===== src/rtl/ysyx_22050550_pcu_pkg.sv =====
// Shared constants and the FSM state encoding for the PC unit.
package ysyx_22050550_pcu_pkg;

  localparam int unsigned PcWidth   = 64;
  localparam int unsigned InstWidth = 32;

  // Default boot PC for the fetch front end.
  localparam logic [PcWidth-1:0] PcuResetPc = 64'h0000_0000_8000_0000;

  typedef enum logic [1:0] {
    StIdle,
    StReq,
    StWait,
    StHold
  } pcu_state_e;

endpackage


===== src/rtl/ysyx_22050550_pcu_if.sv =====
// Redirect, instruction-memory and IFU-side signals of the PC unit.
interface ysyx_22050550_pcu_if;
  import ysyx_22050550_pcu_pkg::*;

  logic                 redirect_valid;
  logic [PcWidth-1:0]   redirect_pc;
  logic                 imem_req;
  logic [PcWidth-1:0]   imem_addr;
  logic                 imem_gnt;
  logic                 imem_rvalid;
  logic [InstWidth-1:0] imem_rdata;
  logic                 out_valid;
  logic [PcWidth-1:0]   out_pc;
  logic [InstWidth-1:0] out_inst;
  logic                 out_ready;

  // PC unit side.
  modport master (
    input  redirect_valid, redirect_pc, imem_gnt, imem_rvalid, imem_rdata, out_ready,
    output imem_req, imem_addr, out_valid, out_pc, out_inst
  );

  // Environment side (memory, redirect source, IFU).
  modport slave (
    output redirect_valid, redirect_pc, imem_gnt, imem_rvalid, imem_rdata, out_ready,
    input  imem_req, imem_addr, out_valid, out_pc, out_inst
  );
endinterface


===== src/rtl/ysyx_22050550_Reg.sv =====
// Width/reset-value parameterised register with write enable and async reset.
module ysyx_22050550_Reg #(
  parameter int unsigned       Width    = 32,
  parameter logic [Width-1:0]  ResetVal = '0
) (
  input  logic             clk,
  input  logic             rst,
  input  logic             we_i,
  input  logic [Width-1:0] d_i,
  output logic [Width-1:0] q_o
);

  logic [Width-1:0] val_q;

  // Hold value; load d_i when enabled.
  always_ff @(posedge clk or posedge rst) begin
    if (rst) begin
      val_q <= ResetVal;
    end else if (we_i) begin
      val_q <= d_i;
    end
  end

  assign q_o = val_q;

endmodule


===== src/rtl/ysyx_22050550_pcu.sv =====
// PC unit: fetches one instruction at a time and hands the pc/inst pair to the IFU.
module ysyx_22050550_pcu
  import ysyx_22050550_pcu_pkg::*;
#(
  parameter logic [63:0] RESET_PC = PcuResetPc
) (
  input  logic                 clk,
  input  logic                 rst,
  ysyx_22050550_pcu_if.master  bus_io
);

  pcu_state_e           state_q, state_d;
  logic                 kill_q, kill_d;
  logic                 pc_we;
  logic [PcWidth-1:0]   pc_d, pc_q;
  logic                 inst_we;
  logic [InstWidth-1:0] inst_q;
  logic [PcWidth-1:0]   redir_pc;
  logic                 req;
  logic                 valid;

  // Only word-aligned targets; compressed instructions are not supported.
  assign redir_pc = bus_io.redirect_pc & ~64'h3;

  ysyx_22050550_Reg #(
    .Width    (PcWidth),
    .ResetVal (RESET_PC)
  ) u_pc_reg (
    .clk  (clk),
    .rst  (rst),
    .we_i (pc_we),
    .d_i  (pc_d),
    .q_o  (pc_q)
  );

  ysyx_22050550_Reg #(
    .Width    (InstWidth),
    .ResetVal ('0)
  ) u_inst_reg (
    .clk  (clk),
    .rst  (rst),
    .we_i (inst_we),
    .d_i  (bus_io.imem_rdata),
    .q_o  (inst_q)
  );

  // State and kill-flag registers.
  always_ff @(posedge clk or posedge rst) begin
    if (rst) begin
      state_q <= StIdle;
      kill_q  <= 1'b0;
    end else begin
      state_q <= state_d;
      kill_q  <= kill_d;
    end
  end

  // Next-state, pc/inst update and handshake outputs.
  always_comb begin
    state_d = state_q;
    kill_d  = kill_q;
    pc_we   = 1'b0;
    pc_d    = pc_q;
    inst_we = 1'b0;
    req     = 1'b0;
    valid   = 1'b0;

    unique case (state_q)
      StIdle: begin
        state_d = StReq;
        if (bus_io.redirect_valid) begin
          pc_we = 1'b1;
          pc_d  = redir_pc;
        end
      end

      StReq: begin
        req = 1'b1;
        if (bus_io.imem_gnt) begin
          state_d = StWait;
          // The granted fetch used the old address, so its data must be dropped.
          if (bus_io.redirect_valid) kill_d = 1'b1;
        end
        if (bus_io.redirect_valid) begin
          pc_we = 1'b1;
          pc_d  = redir_pc;
        end
      end

      StWait: begin
        if (bus_io.imem_rvalid) begin
          if (kill_q || bus_io.redirect_valid) begin
            kill_d  = 1'b0;
            state_d = StReq;
          end else begin
            inst_we = 1'b1;
            state_d = StHold;
          end
        end else if (bus_io.redirect_valid) begin
          kill_d = 1'b1;
        end
        if (bus_io.redirect_valid) begin
          pc_we = 1'b1;
          pc_d  = redir_pc;
        end
      end

      StHold: begin
        valid = 1'b1;
        if (bus_io.redirect_valid) begin
          pc_we   = 1'b1;
          pc_d    = redir_pc;
          state_d = StReq;
        end else if (bus_io.out_ready) begin
          pc_we   = 1'b1;
          pc_d    = pc_q + 64'd4;
          state_d = StReq;
        end
      end

      default: state_d = StIdle;
    endcase
  end

  assign bus_io.imem_req  = req;
  assign bus_io.imem_addr = pc_q;
  assign bus_io.out_valid = valid;
  assign bus_io.out_pc    = pc_q;
  assign bus_io.out_inst  = inst_q;

endmodule


===== src/flat_wrapper.sv =====
// flat-port wrapper written by rule: the top's interface ports become plain ports
module ysyx_22050550_pcu_flat import ysyx_22050550_pcu_pkg::*;
#(
  parameter logic [63:0] RESET_PC = PcuResetPc
)
  (clk, rst, bus_io_redirect_valid, bus_io_redirect_pc, bus_io_imem_gnt, bus_io_imem_rvalid, bus_io_imem_rdata, bus_io_out_ready, bus_io_imem_req, bus_io_imem_addr, bus_io_out_valid, bus_io_out_pc, bus_io_out_inst);
  ysyx_22050550_pcu_if bus_io_i ();
  input  logic clk;
  input  logic rst;
  input wire logic [$bits(bus_io_i.redirect_valid)-1:0] bus_io_redirect_valid;
  input wire logic [$bits(bus_io_i.redirect_pc)-1:0] bus_io_redirect_pc;
  input wire logic [$bits(bus_io_i.imem_gnt)-1:0] bus_io_imem_gnt;
  input wire logic [$bits(bus_io_i.imem_rvalid)-1:0] bus_io_imem_rvalid;
  input wire logic [$bits(bus_io_i.imem_rdata)-1:0] bus_io_imem_rdata;
  input wire logic [$bits(bus_io_i.out_ready)-1:0] bus_io_out_ready;
  output wire logic [$bits(bus_io_i.imem_req)-1:0] bus_io_imem_req;
  output wire logic [$bits(bus_io_i.imem_addr)-1:0] bus_io_imem_addr;
  output wire logic [$bits(bus_io_i.out_valid)-1:0] bus_io_out_valid;
  output wire logic [$bits(bus_io_i.out_pc)-1:0] bus_io_out_pc;
  output wire logic [$bits(bus_io_i.out_inst)-1:0] bus_io_out_inst;
  assign bus_io_i.redirect_valid = bus_io_redirect_valid;
  assign bus_io_i.redirect_pc = bus_io_redirect_pc;
  assign bus_io_i.imem_gnt = bus_io_imem_gnt;
  assign bus_io_i.imem_rvalid = bus_io_imem_rvalid;
  assign bus_io_i.imem_rdata = bus_io_imem_rdata;
  assign bus_io_i.out_ready = bus_io_out_ready;
  assign bus_io_imem_req = bus_io_i.imem_req;
  assign bus_io_imem_addr = bus_io_i.imem_addr;
  assign bus_io_out_valid = bus_io_i.out_valid;
  assign bus_io_out_pc = bus_io_i.out_pc;
  assign bus_io_out_inst = bus_io_i.out_inst;
  ysyx_22050550_pcu #(.RESET_PC(RESET_PC)) u_core (.clk(clk), .rst(rst), .bus_io(bus_io_i));
endmodule

===== config.mk =====
export PLATFORM = sky130hd
export DESIGN_NAME = ysyx_22050550_pcu_flat
export DESIGN_NICKNAME = d
export VERILOG_FILES = /design/src/rtl/ysyx_22050550_pcu_pkg.sv /design/src/rtl/ysyx_22050550_pcu_if.sv /design/src/rtl/ysyx_22050550_Reg.sv /design/src/rtl/ysyx_22050550_pcu.sv /design/src/flat_wrapper.sv
export SDC_FILE = /design/constraint.sdc
export NUM_CORES = 1
export LEC_CHECK = 0
export ABC_AREA = 1
export BUFFER_PORTS_ARGS = -buffer_cell sky130_fd_sc_hd__buf_2
export CAP_MARGIN = 20
export CORE_MARGIN = 1
export CORE_UTILIZATION = 51
export DETAILED_ROUTE_END_ITERATION = 12
export GPL_TIMING_DRIVEN = 0
export PLACE_DENSITY = 0.91
export SLEW_MARGIN = 0
export SYNTH_ARGS = -nofsm -noshare
export SYNTH_HDL_FRONTEND = slang
export SYNTH_HIERARCHICAL = 1
export SYNTH_SLANG_ARGS = --single-unit

===== constraint.sdc =====
create_clock -name clk -period 2.4 [get_ports clk]
set_clock_uncertainty 0.15 [all_clocks]
set_input_delay 0.24 -clock clk [delete_from_list [all_inputs] [get_ports clk]]
set_output_delay 0.24 -clock clk [all_outputs]
set_load 0.05 [all_outputs]

Word level (Yosys, flattened, before mapping)

Index checks and enable logic that the tools add are counted.

Add/sub/neg operators: 1
Eq/ne operators: 8
Muxes and demuxes: 24
Reduce and logical (&&, ||, !) cells: 7

Operators with widths:

| cell                                                 | count |
|---|---|
| 2-to-1 mux 64 bit                                    | 3 |
| one-hot mux 64 bit (2 select lines)                  | 1 |
| adder 64 x 3 -> 64 bit (second input constant)       | 1 |
| 2-to-1 mux 1 bit                                     | 12 |
| 2-to-1 mux 2 bit                                     | 5 |
| AND reduction 3 bit                                  | 3 |
| one-hot mux 2 bit (4 select lines)                   | 1 |
| equality test 2 bit (second input constant)          | 2 |
| != test 2 bit (second input constant)                | 2 |
| one-hot mux 1 bit (2 select lines)                   | 2 |
| != test 3 x 2 -> 1 bit (second input constant)       | 1 |
| != test 3 bit (second input constant)                | 1 |
| OR reduction 3 bit                                   | 1 |
| equality test 2 x 1 -> 1 bit (second input constant) | 1 |
| zero test 2 bit                                      | 1 |
| != test 2 x 1 -> 1 bit (second input constant)       | 1 |
| nonzero test 2 bit                                   | 1 |
| logical OR 1 bit                                     | 1 |

Output and inout port bits: 162
Logic and storage cells: 44
Bits in registers: 99
Bits of input ports: 102

Longest topological paths before layout

Word-level depth: 4
Depth in mapped cells: 13
Gate-level depth less buffers: 13

Modules after synthesis

Netlist, hierarchy kept.

By module, submodules not included:

| module                                | seq. area each (um2) | times used | cells an instance | area an instance (um2) |
|---|---|---|---|---|
| ysyx_22050550_pcu                     | 75.1                 | 1          | 781               | 3771.1 |
| ysyx_22050550_Reg (u_core.u_pc_reg)   | 1602.8               | 1          | 271               | 2451.1 |
| ysyx_22050550_Reg (u_core.u_inst_reg) | 800.8                | 1          | 137               | 1296.2 |

Worst setup path after synthesis

OpenSTA, ideal clock, no wires.

Path kind: register to register
Start: register u_core.state_q[0]
End: register u_core.u_pc_reg.val_q[61], in the netlist u_core/u_pc_reg/q_o[61]
Required time: 2130 ps
Data arrival time: 1909 ps
Slack: 222 ps
Setup time: 120 ps
Buffers on the path: 0
Period minus slack after synthesis: 2178 ps
Stages on the path, launching flop included: 13
Path through: dfrtp_1 -> ha_1 -> nand2_2 -> inv_2 -> nand2_1 -> nor2_1 -> nand3_1 -> nor2_1 -> nand3_1 -> nand2_1 -> nand2_1 -> nand2_1 -> nand2_1

Elaborated cells on any way between the ends: 10
Classes of those cells: eq/ne: 5; mux: 2; reduce/logical: 3

RTL lines:

| what                                                       | line                    | text |
|---|---|---|
| start, declared                                            | ysyx_22050550_pcu.sv:12 | `pcu_state_e state_q, state_d;` |
| start signal, assigned                                     | ysyx_22050550_pcu.sv:50 | `state_q <= StIdle;` |
| start signal, assigned                                     | ysyx_22050550_pcu.sv:53 | `state_q <= state_d;` |
| equality test 2 x 1 -> 1 bit, or another cell as far along | ysyx_22050550_pcu.sv:68 | `unique case (state_q)` |
| OR reduction 3 bit (no line)                               | n/a                     |  |
| one-hot mux 64 bit (2 select lines) *                      | ysyx_22050550_pcu.sv:68 |  |
| named net u_core.pc_d[61]                                  | ysyx_22050550_pcu.sv:15 | `logic [PcWidth-1:0] pc_d, pc_q;` |
| end signal, assigned                                       | ysyx_22050550_Reg.sv:18 | `val_q <= ResetVal;` |
| end signal, assigned                                       | ysyx_22050550_Reg.sv:20 | `val_q <= d_i;` |
| end, declared                                              | ysyx_22050550_Reg.sv:13 | `logic [Width-1:0] val_q;` |

Mark *: on every way through the listed nets, which the timed path passes. The rest lies on a longest branch.
A chain may end at the register's enable or synchronous reset.

Final worst setup path

Start: register u_core.u_pc_reg.val_q[2], in the netlist u_core/u_pc_reg/q_o[2]
End: register u_core.u_pc_reg.val_q[46], in the netlist u_core/u_pc_reg/q_o[46]

Cells in the longest elaborated chain, start to end: 4

RTL lines:

| what                                | line                     | text |
|---|---|---|
| adder 64 x 3 -> 64 bit              | ysyx_22050550_pcu.sv:116 | `pc_d = pc_q + 64'd4;` |
| 2-to-1 mux 64 bit                   | ysyx_22050550_pcu.sv:114 | `end else if (bus_io.out_ready) begin` |
| 2-to-1 mux 64 bit                   | ysyx_22050550_pcu.sv:110 | `if (bus_io.redirect_valid) begin` |
| one-hot mux 64 bit (2 select lines) | ysyx_22050550_pcu.sv:68  |  |
| named net u_core.pc_d[46]           | ysyx_22050550_pcu.sv:15  |  |

The timed path passes the listed nets, and every way through them passes these cells. The select of a mux whose other input is x is not followed.

==> results.yml <==
detailed_routing:
  vias_per_cell: 5.29
  wl_per_cell_um: 16.0
  totalWireLength_um: 27000
  drc: 0
  initialDrtViolationCount: 730
  vias: 8925
  ant_nets: 0
  dr.pass1.iters: 5
synthesis:
  syn_inst: 1189
  synthesis.area_mm2: 0.00752
  synth_top_area_frac: 0.326
  synth-async-reset-ratio: 1.00
  synthTopCellsByArea: "dfrtp_1 33%, nand2_1 28%, buf_4 6.6%"
  ys_seq_area_frac: 0.330
  synth_edf_count: 0
  synth.avg_cell_area_um2: 6.32
  yosysTopAreaCell: "dfrtp_1"
  yosys_register_bits: 99
  synth_flop_cell: "dfrtp_1"
  syn_nets: 1296
  ys_warn_count: 6
  synthDistinctLibCells: 40
critical_path:
  critPathMaxStageDelay_ps: 490
  cpMaxStageDelayCell: "nor3_1"
  worst_ep_required_time_ps: 2490
  worstSetupEndpointType: "register"
  crit_top_cell: "nand2_1"
  criticalPathCategory: "register to register"
  crit_buf_inv: 2
  worst-path-max-fanout: 7
  critical_path.cell_chain: "ha_1, inv_1, nor2_2, nand2_4, nor3_1, nand4_1, nand2_1, inv_1, nand2_1, nand2_1"
  critPathTopFamily: "simple AND/OR/NAND/NOR gates"
  worstPathArrival_ps: 2320
  startpoint_type: "register"
layout:
  area_growth_pct: 29.9
  final_util: 0.675
  regArea_mm2: 0.00248
  multi_input_area_mm2: 0.00390
  drive_gt1_frac: 0.283
  nNetsFinal: 1604
  diodes: 0
  layout.cells.most_common: "nand2_1"
  final_cell_mix: "555 x nand2_1, 272 x buf_2, 97 x dfrtp_1, 94 x inv_1, 87 x nor2_1"
  fillers: 1310
sta:
  slew_headroom: 0.456
  rsz0062_at_grt: "no"
  hold_viol_final: 0
  setup_viol: 0
  finalCriticalPeriod_ps: 2220
  fin_crit_sh: 0.926
  max_clock_freq_mhz: 450
  layout_setup_ws_ps: 177
  whs_ps: 110
  final_max_slew_viol_count: 0
  worst_pin_slew_ps: 816
placed_design:
  gp_congestion: 0.994
  place_ws_ps: 28.6
  hpwlAfterDp_um: 20100
  port_buffers: 261
outcome:
  status: "finished, final reports clean"
clock_tree:
  root_buffer: "clkbuf_16"
  cts_tree: "done"
  cts_sinks: 99
  htree_num_levels: 3
  clk_pin_slew_worst_paths_ps: 70
  cts_buffers: 9
  clock_latency_ps: 350
  clock_path_buffers: 2
global_routing:
  grtUsageTotal: 0.348
  grt_pass1_wl_um: 39900
  grt_pass1_vias: 8054
  gr-total-overflow: 0
  antenna_found_initial: 0
  grt_max_degree: 26
floorplan:
  ios: 264
  coreArea_mm2: 0.0145
  dieHeight_um: 123
  rows: 44
  start_util: 0.519
  die_x_um: 123
  die_area_mm2: 0.0152
job:
  max_cap_viol_count: 0
power_and_ir_drop:
  peakVddDrop_mv: 0.650
  p_leak_nw: 5.44
  power_density_mw_per_mm2: 1010
  power_mw: 9.84
min_path:
  hp-class: "input port to register"
synthesized netlist by cell type (4+ instances only):
master / instances
nand3_1: 57
nor3_1: 17
nand2_1: 555
nor3_2: 4
inv_1: 95
nand4_1: 22
o21ai_1: 11
o21ai_0: 57
clkbuf_1: 4
buf_1: 5
inv_2: 6
ha_1: 5
nand2_2: 15
nor2_2: 17
dfrtp_1: 98
a21oi_1: 14
nor2_1: 87
clkbuf_8: 9
buf_2: 11
buf_4: 66
what timing repair did:
item | 4_1_cts | 5_1_grt
resized for setup | 0 | 3
setup buffers | 0 | 0
endpoints found under the setup margin | 0 | 10
hold buffers | 33 | 0
hold endpoints to repair | 61 | 0
worst reg2reg max path, cell delays in order (launching register included):
cell	delay, ps
dfrtp_1	460
ha_1	210
inv_1	70
nor2_2	210
nand2_4	130
nor3_1	490
nand4_1	160
nand2_1	100
inv_1	40
nand2_1	50
nand2_1	50
state kept, by name (all words and copies together) (netlist names):
signal,cells
u_core/u_pc_reg/q_o,64
u_core/u_inst_reg/q_o,32
u_core/state_q,2
u_core/kill_q,1
metrics by stage:
step                instances  TNS (ps)  area, um2
global placement         1634    -31570       9050
finish                   1686         0       9770
detailed placement       1637         0       9130
global route             1686         0       9770
CTS                      1686         0       9750
floorplan                1189         0       7520
where the power goes:
part	internal, mW	leakage, nW	total, mW	switching (mW)
Combinational	1.45	4.05	5.55	4.10
Sequential	2.15	1.25	2.83	0.682
Clock	0.816	0.141	1.47	0.650
Total	4.41	5.44	9.84	5.43
cells by family after synthesis:
group,count (synthesis),synth area share
multiplexers,4,0.00549
adder cells (fa/ha/maj),5,0.00832
AND/OR/NAND/NOR,789,0.440
buffers and inverters,201,0.153
flip-flops,99,0.330
AO/OA/AOI/OAI,91,0.0629
area by class of cell:
type	count	area share
buffer	99	0.0780
clock buffer	11	0.0238
clock inverter	5	0.00615
inverter	102	0.0400
multi-input combinational	889	0.399
sequential	99	0.254
tap	184	0.0236
timing repair buffer	297	0.175
path summary, 6_finish.rpt:
| path | from | end | slack [ps] | cells after the start |
|---|---|---|---|---|
| setup reg to reg | u_core/u_pc_reg/q_o[2]$_DFFE_PP0P_ | u_core/u_pc_reg/q_o[46]$_DFFE_PP0P_ | 180 | 10 |
| setup / recovery | u_core/u_pc_reg/q_o[2]$_DFFE_PP0P_ | u_core/u_pc_reg/q_o[46]$_DFFE_PP0P_ | 180 | 10 |
| max in group asynchronous | rst | u_core/u_pc_reg/q_o[31]$_DFFE_PP1P_ | 990 | 5 |
| min in group asynchronous | rst | u_core/state_q[0]$_DFFE_PP0P_ | 180 | 3 |
| hold / removal | bus_io_redirect_pc[3] | u_core/u_pc_reg/q_o[3]$_DFFE_PP0P_ | 110 | 5 |
| hold reg to reg | u_core/u_inst_reg/q_o[0]$_DFFE_PP0P_ | u_core/u_inst_reg/q_o[0]$_DFFE_PP0P_ | 320 | 2 |
per-layer routing:
layer  wire length [um]  track usage  vias to the layer above
met5                  0            0                        -
met4               1010        0.169                        0
met3               2540       0.0641                       82
met2              12700        0.593                      515
met1              10700        0.421                     4065
li1                   -            -                     4263
Note: power is estimated with default switching activity, not from simulation.
